File: src/rtl/seq_detector_pkg.sv
// Shared types and helpers for the programmable serial sequence detector.
package seq_detector_pkg;

    localparam int MAX_LEN_DEF = 8;

    typedef enum logic {
        MODE_NOOVL = 1'b0,
        MODE_OVL   = 1'b1
    } match_mode_e;

    function automatic int len_w(input int max_len);
        return $clog2(max_len + 1);
    endfunction

    // Lengths of 0 or beyond the window collapse to the full window.
    function automatic int clamp_len(input int len, input int max_len);
        return ((len == 0) || (len > max_len)) ? max_len : len;
    endfunction

endpackage

File: src/rtl/seq_detector_window.sv
// History shift register, saturating fill counter and masked pattern comparator.
module seq_window
    import seq_detector_pkg::*;
#(
    parameter int MAX_LEN = MAX_LEN_DEF,
    parameter int LEN_W   = len_w(MAX_LEN)
) (
    input  logic               clk,
    input  logic               n_rst,
    input  logic               sample_i,
    input  logic               flush_i,
    input  logic               bit_i,
    input  match_mode_e        mode_i,
    input  logic [LEN_W-1:0]   len_i,
    input  logic [MAX_LEN-1:0] pattern_i,
    output logic               hit_o
);

    logic [MAX_LEN-1:0] hist_q, hist_d, mask;
    logic [LEN_W-1:0]   fill_q, fill_d, fill_inc;

    // hit_o looks at the window as it will be after this bit shifts in.
    always_comb begin
        hist_d   = {hist_q[MAX_LEN-2:0], bit_i};
        fill_inc = (fill_q >= len_i) ? len_i : fill_q + LEN_W'(1);
        for (int k = 0; k < MAX_LEN; k++) begin
            mask[k] = (k < int'(len_i));
        end
        hit_o  = (fill_inc == len_i) && (((hist_d ^ pattern_i) & mask) == '0);
        fill_d = fill_inc;
        if (hit_o && (mode_i == MODE_NOOVL)) begin
            fill_d = '0;
        end
    end

    always_ff @(posedge clk or negedge n_rst) begin
        if (!n_rst) begin
            hist_q <= '0;
            fill_q <= '0;
        end else if (flush_i) begin
            hist_q <= '0;
            fill_q <= '0;
        end else if (sample_i) begin
            hist_q <= hist_d;
            fill_q <= fill_d;
        end
    end

endmodule

File: src/rtl/seq_detector.sv
// Programmable serial sequence detector with registered one-cycle match flag.
// Optional saturating match counter is built when SEQDET_COUNT_EN is defined.
module seq_detector
    import seq_detector_pkg::*;
#(
    parameter int                 MAX_LEN     = MAX_LEN_DEF,
    parameter logic [MAX_LEN-1:0] DEF_PATTERN = MAX_LEN'('b1101),
    parameter int                 DEF_LEN     = 4,
    parameter int                 CNT_W       = 8
) (
    input  logic                       clk,
    input  logic                       n_rst,
    input  logic                       i,
    input  logic                       in_en,
    input  logic                       overlap,
    input  logic                       pat_load,
    input  logic [MAX_LEN-1:0]         pat_in,
    input  logic [len_w(MAX_LEN)-1:0]  pat_len,
    input  logic                       cnt_clr,
    output logic                       o,
    output logic [CNT_W-1:0]           match_cnt
);

    localparam int LEN_W = len_w(MAX_LEN);

    logic [MAX_LEN-1:0] pattern_q;
    logic [LEN_W-1:0]   len_q, len_d;
    logic               o_q, o_d;
    logic               sample, hit;
    match_mode_e        mode;

    assign sample = in_en & ~pat_load;
    assign mode   = overlap ? MODE_OVL : MODE_NOOVL;
    assign len_d  = LEN_W'(clamp_len(int'(pat_len), MAX_LEN));
    assign o_d    = pat_load ? 1'b0 : (in_en & hit);

    seq_window #(
        .MAX_LEN (MAX_LEN),
        .LEN_W   (LEN_W)
    ) u_window (
        .clk       (clk),
        .n_rst     (n_rst),
        .sample_i  (sample),
        .flush_i   (pat_load),
        .bit_i     (i),
        .mode_i    (mode),
        .len_i     (len_q),
        .pattern_i (pattern_q),
        .hit_o     (hit)
    );

    always_ff @(posedge clk or negedge n_rst) begin
        if (!n_rst) begin
            pattern_q <= DEF_PATTERN;
            len_q     <= LEN_W'(clamp_len(DEF_LEN, MAX_LEN));
            o_q       <= 1'b0;
        end else begin
            if (pat_load) begin
                pattern_q <= pat_in;
                len_q     <= len_d;
            end
            o_q <= o_d;
        end
    end

    assign o = o_q;

`ifdef SEQDET_COUNT_EN
    logic [CNT_W-1:0] cnt_q;

    // Clear wins over a coincident hit; the count sticks at all-ones.
    always_ff @(posedge clk or negedge n_rst) begin
        if (!n_rst) begin
            cnt_q <= '0;
        end else if (cnt_clr) begin
            cnt_q <= '0;
        end else if (sample && hit && (cnt_q != '1)) begin
            cnt_q <= cnt_q + CNT_W'(1);
        end
    end

    assign match_cnt = cnt_q;
`else
    logic unused_cnt_clr;
    assign unused_cnt_clr = cnt_clr;
    assign match_cnt      = '0;
`endif

endmodule

File: config.mk
export PLATFORM = sky130hd
export DESIGN_NAME = seq_detector
export DESIGN_NICKNAME = d
export VERILOG_FILES = /design/src/rtl/seq_detector_pkg.sv /design/src/rtl/seq_detector_window.sv /design/src/rtl/seq_detector.sv
export SDC_FILE = /design/constraint.sdc
export NUM_CORES = 1
export LEC_CHECK = 0
export ABC_AREA = 1
export BUFFER_PORTS_ARGS = -buffer_cell sky130_fd_sc_hd__buf_4
export CAP_MARGIN = 20
export CORE_MARGIN = 2
export CORE_UTILIZATION = 54
export DETAILED_ROUTE_END_ITERATION = 7
export PLACE_DENSITY = 0.78
export SYNTH_ARGS = -nofsm -noshare
export SYNTH_HDL_FRONTEND = slang
export SYNTH_SLANG_ARGS = --single-unit
File: constraint.sdc
create_clock -name clk -period 2 [get_ports clk]
set_clock_uncertainty 0.1 [all_clocks]
set_input_delay 0.2 -clock clk [delete_from_list [all_inputs] [get_ports clk]]
set_output_delay 0.2 -clock clk [all_outputs]
set_load 0.05 [all_outputs]
==> metrics.json <==
{
  "place": {
    "port_buffers": 18,
    "place_inst": 236,
    "gp_congestion": 0.827,
    "dp_hpwl_mm": 2.24
  },
  "critical_path": {
    "max_stage_delay_ns": 0.45,
    "ordered_list_of_cells_on_the_worst_path": "ha_1 > inv_1 > nand2_1 > nand2_1 > nand2_1 > nand2_4 > nand4_1 > nand2_1 > nor2_2 > nand4_2 > nand2_1 > nand2_1",
    "cp_slowest_cell": "sky130_fd_sc_hd__dfrtp_1",
    "worst-path-buf-inv": 1,
    "worstPathMaxFanout": 9,
    "crit_family": "simple AND/OR/NAND/NOR gates",
    "ff2ff_setup_slack_ns": 0.15,
    "worst_path_most_repeated_cell": "sky130_fd_sc_hd__nand2_1",
    "arrival_ns": 1.97,
    "timing.critical_path.from_type": "register",
    "required_ns": 2.12,
    "crit_type": "register to register",
    "endpoint_kind": "register"
  },
  "power_and_ir_drop": {
    "power.clock.fraction": 0.167,
    "netSwitchingFraction": 0.407,
    "p_per_cell_area_nw_per_um2": 874,
    "power.sequential.fraction": 0.387,
    "ir_worst_vdd_uv": 601,
    "cellInternalPower_uw": 905,
    "netSwitchingPower_uw": 620,
    "power.leakage_uw": 0.000894,
    "finalPower_uw": 1520,
    "power.share.combinational": 0.446
  },
  "detailed_routing": {
    "drc_errors": 0,
    "drt_pass1_iterations": 4,
    "detail_route.vias_per_cell": 5.24,
    "detail_route.wirelength_mm": 2.98,
    "routedWlPerCell_um": 12.0,
    "vias": 1305,
    "detail_route.iter0.violations": 20,
    "detail-route-antenna-nets": 0
  },
  "cts": {
    "max-clock-path-buffers": 2,
    "number_of_buffers_created_by_cts": 3,
    "tritoncts": "yes",
    "worstSkewPairLatency_ns": 0.31,
    "htree_levels": 1,
    "clock-sinks": 24,
    "cts-root-buf": "sky130_fd_sc_hd__clkbuf_4",
    "clkSlewWorstSetupHoldPaths_ns": 0.13
  },
  "grt": {
    "global_route_wire_length_before_repair_mm": 5.60,
    "globalRouteMet3Util": 0.0323,
    "global_route_usage_over_all_layers": 0.220,
    "grt_max_degree": 25,
    "met2_usage": 0.407,
    "grt_antenna_before_repair": 0,
    "groute.layer.met1.usage": 0.251,
    "globalRoute.totalOverflow": 0,
    "grt_pass1_vias": 1345,
    "grt_most_used_layer": "met2"
  },
  "run": {
    "max_cap_violations": 0
  },
  "floorplanning": {
    "core-area_um2": 2540,
    "die-height_um": 56.3,
    "floorplan.die_area_um2": 3170,
    "boundaryPins": 28,
    "rows": 18,
    "start_util": 0.581,
    "floorplan.die.width_um": 56.3
  },
  "sta": {
    "setup_violations": 0,
    "timing_hold_violations_final": 0,
    "post-route-period-util": 0.925,
    "max_freq_ghz": 0.540,
    "rsz0062_at_grt": "no",
    "timing.final.crit_period_ns": 1.85,
    "finalSetupTns_ns": 0,
    "slew_limit_fails": 0,
    "timing.hold.ws_ns": 0.0173
  },
  "final_layout": {
    "filler_cell_count": 202,
    "syn_to_final_growth_pct": 18.0,
    "n_antenna_cell": 0,
    "most-common-layout-cells": "47 x sky130_fd_sc_hd__nand2_1, 22 x sky130_fd_sc_hd__inv_1, 22 x sky130_fd_sc_hd__buf_4",
    "fin_util": 0.685,
    "post_route_cells_drive_above_1_share": 0.196,
    "layout_nets": 244,
    "layoutNonFillerInstCount": 249,
    "mostFrequentLayoutCell": "sky130_fd_sc_hd__nand2_1"
  },
  "synthesis": {
    "synth_cells": 189,
    "synth_seq_cells": 24,
    "netlist-cell-type-count": 29,
    "synth_area_per_inst_um2": 7.82,
    "synth.yosys.warnings": 0,
    "synth_sequential_area_ratio": 0.410,
    "synth_area_um2": 1480
  },
  "worst_hold_path": {
    "timing.hold.worst.class": "input pin to register"
  },
  "run_status": {
    "status": "finished, final reports clean"
  }
}
## sequential cells by signal, indices dropped and copies added (netlist names)
signal and cells:
u_window.hist_q 7, pattern_q 8, u_window.fill_q 4, len_q 4, o 1
## layer usage
layer,vias to the layer above,wire length [um],part of all wire
li1,674,-,-
met3,4,81,0.027
met2,23,1580,0.53
met5,-,0,0
met4,0,40,0.013
met1,604,1280,0.43
## cell families after synthesis
family / after synthesis / share of synthesized area
buffers and inverters: 38 / 0.128
XOR/XNOR: 3 / 0.0178
flip-flops: 24 / 0.410
AND/OR/NAND/NOR: 86 / 0.265
other: 1 / 0.00254
AO/OA/AOI/OAI: 32 / 0.135
adder cells (fa/ha/maj): 5 / 0.0423
## power groups by stage
stage / combinational (uW) / clock [uW] / sequential, uW
finish: 680 / 255 / 590
global route: 755 / 280 / 598
CTS: 673 / 261 / 589
detailed placement: 657 / 0 / 599
global placement: 626 / 0 / 597
floorplan: 508 / 0 / 601
## final cells by class
class / count / area (um2) / area share
inverters: 26 / 97.6 / 0.0560
well taps: 30 / 37.5 / 0.0215
flip-flops and latches: 24 / 606 / 0.347
clock buffers: 4 / 36.3 / 0.0208
repair buffers: 31 / 255 / 0.146
multi-input cells: 134 / 712 / 0.408
## path summary, 6_finish.rpt
path                                   start            endpoint  depth (start not counted)
max in group asynchronous              n_rst        pattern_q[0]                          2
worst max register to register      len_q[0]  u_window.fill_q[3]                         12
worst min-delay path              pat_len[0]            len_q[0]                          3
worst min register to register  pattern_q[2]        pattern_q[2]                          2
min in group asynchronous              n_rst  u_window.hist_q[1]                          2
worst max-delay path                len_q[0]  u_window.fill_q[3]                         12
## cell usage after synthesis
library cell | instances | share of area
sky130_fd_sc_hd__buf_2 | 1 | 0.0034
sky130_fd_sc_hd__xor2_1 | 2 | 0.012
sky130_fd_sc_hd__buf_6 | 2 | 0.015
sky130_fd_sc_hd__inv_1 | 22 | 0.056
sky130_fd_sc_hd__o22ai_1 | 6 | 0.025
sky130_fd_sc_hd__xnor2_1 | 1 | 0.0059
sky130_fd_sc_hd__nand3_1 | 5 | 0.017
sky130_fd_sc_hd__o21ai_1 | 3 | 0.010
sky130_fd_sc_hd__nand2_4 | 1 | 0.0076
sky130_fd_sc_hd__o21ai_2 | 1 | 0.0059
sky130_fd_sc_hd__nand3_2 | 1 | 0.0068
sky130_fd_sc_hd__a21oi_4 | 1 | 0.011
sky130_fd_sc_hd__nand4_1 | 11 | 0.047
sky130_fd_sc_hd__ha_1 | 5 | 0.042
sky130_fd_sc_hd__conb_1 | 1 | 0.0025
sky130_fd_sc_hd__nor2_4 | 1 | 0.0076
sky130_fd_sc_hd__buf_4 | 8 | 0.041
sky130_fd_sc_hd__nand4_2 | 1 | 0.0085
sky130_fd_sc_hd__nor2_1 | 16 | 0.041
sky130_fd_sc_hd__a21oi_1 | 1 | 0.0034
sky130_fd_sc_hd__dfstp_2 | 4 | 0.071
sky130_fd_sc_hd__clkbuf_1 | 1 | 0.0025
sky130_fd_sc_hd__o21ai_0 | 15 | 0.051
sky130_fd_sc_hd__o2111a_1 | 1 | 0.0076
sky130_fd_sc_hd__a211oi_1 | 4 | 0.020
sky130_fd_sc_hd__nor2_2 | 2 | 0.0085
sky130_fd_sc_hd__inv_2 | 4 | 0.010
sky130_fd_sc_hd__dfrtp_1 | 20 | 0.34
sky130_fd_sc_hd__nand2_1 | 48 | 0.12
## stage by stage
step | setup slack, ns | area (um2)
after floorplan | 0.183 | 1500
after global placement | 0.231 | 1620
after detailed placement | 0.166 | 1620
after CTS | 0.145 | 1740
after global routing | 0.00597 | 1740
final | 0.149 | 1740
## tightest hold or removal path: stages
cell,delay (ns)
sky130_fd_sc_hd__buf_4,0.08
sky130_fd_sc_hd__nand2_1,0.05
sky130_fd_sc_hd__o21ai_0,0.07
## timing repair
item / CTS / global route
resized for setup: 0 / 1
endpoints found under the setup margin: 0 / 1
hold buffers: 9 / 0
endpoints found under the hold margin: 32 / 0
setup buffers: 0 / 0
(Power assumes the default switching activity.)
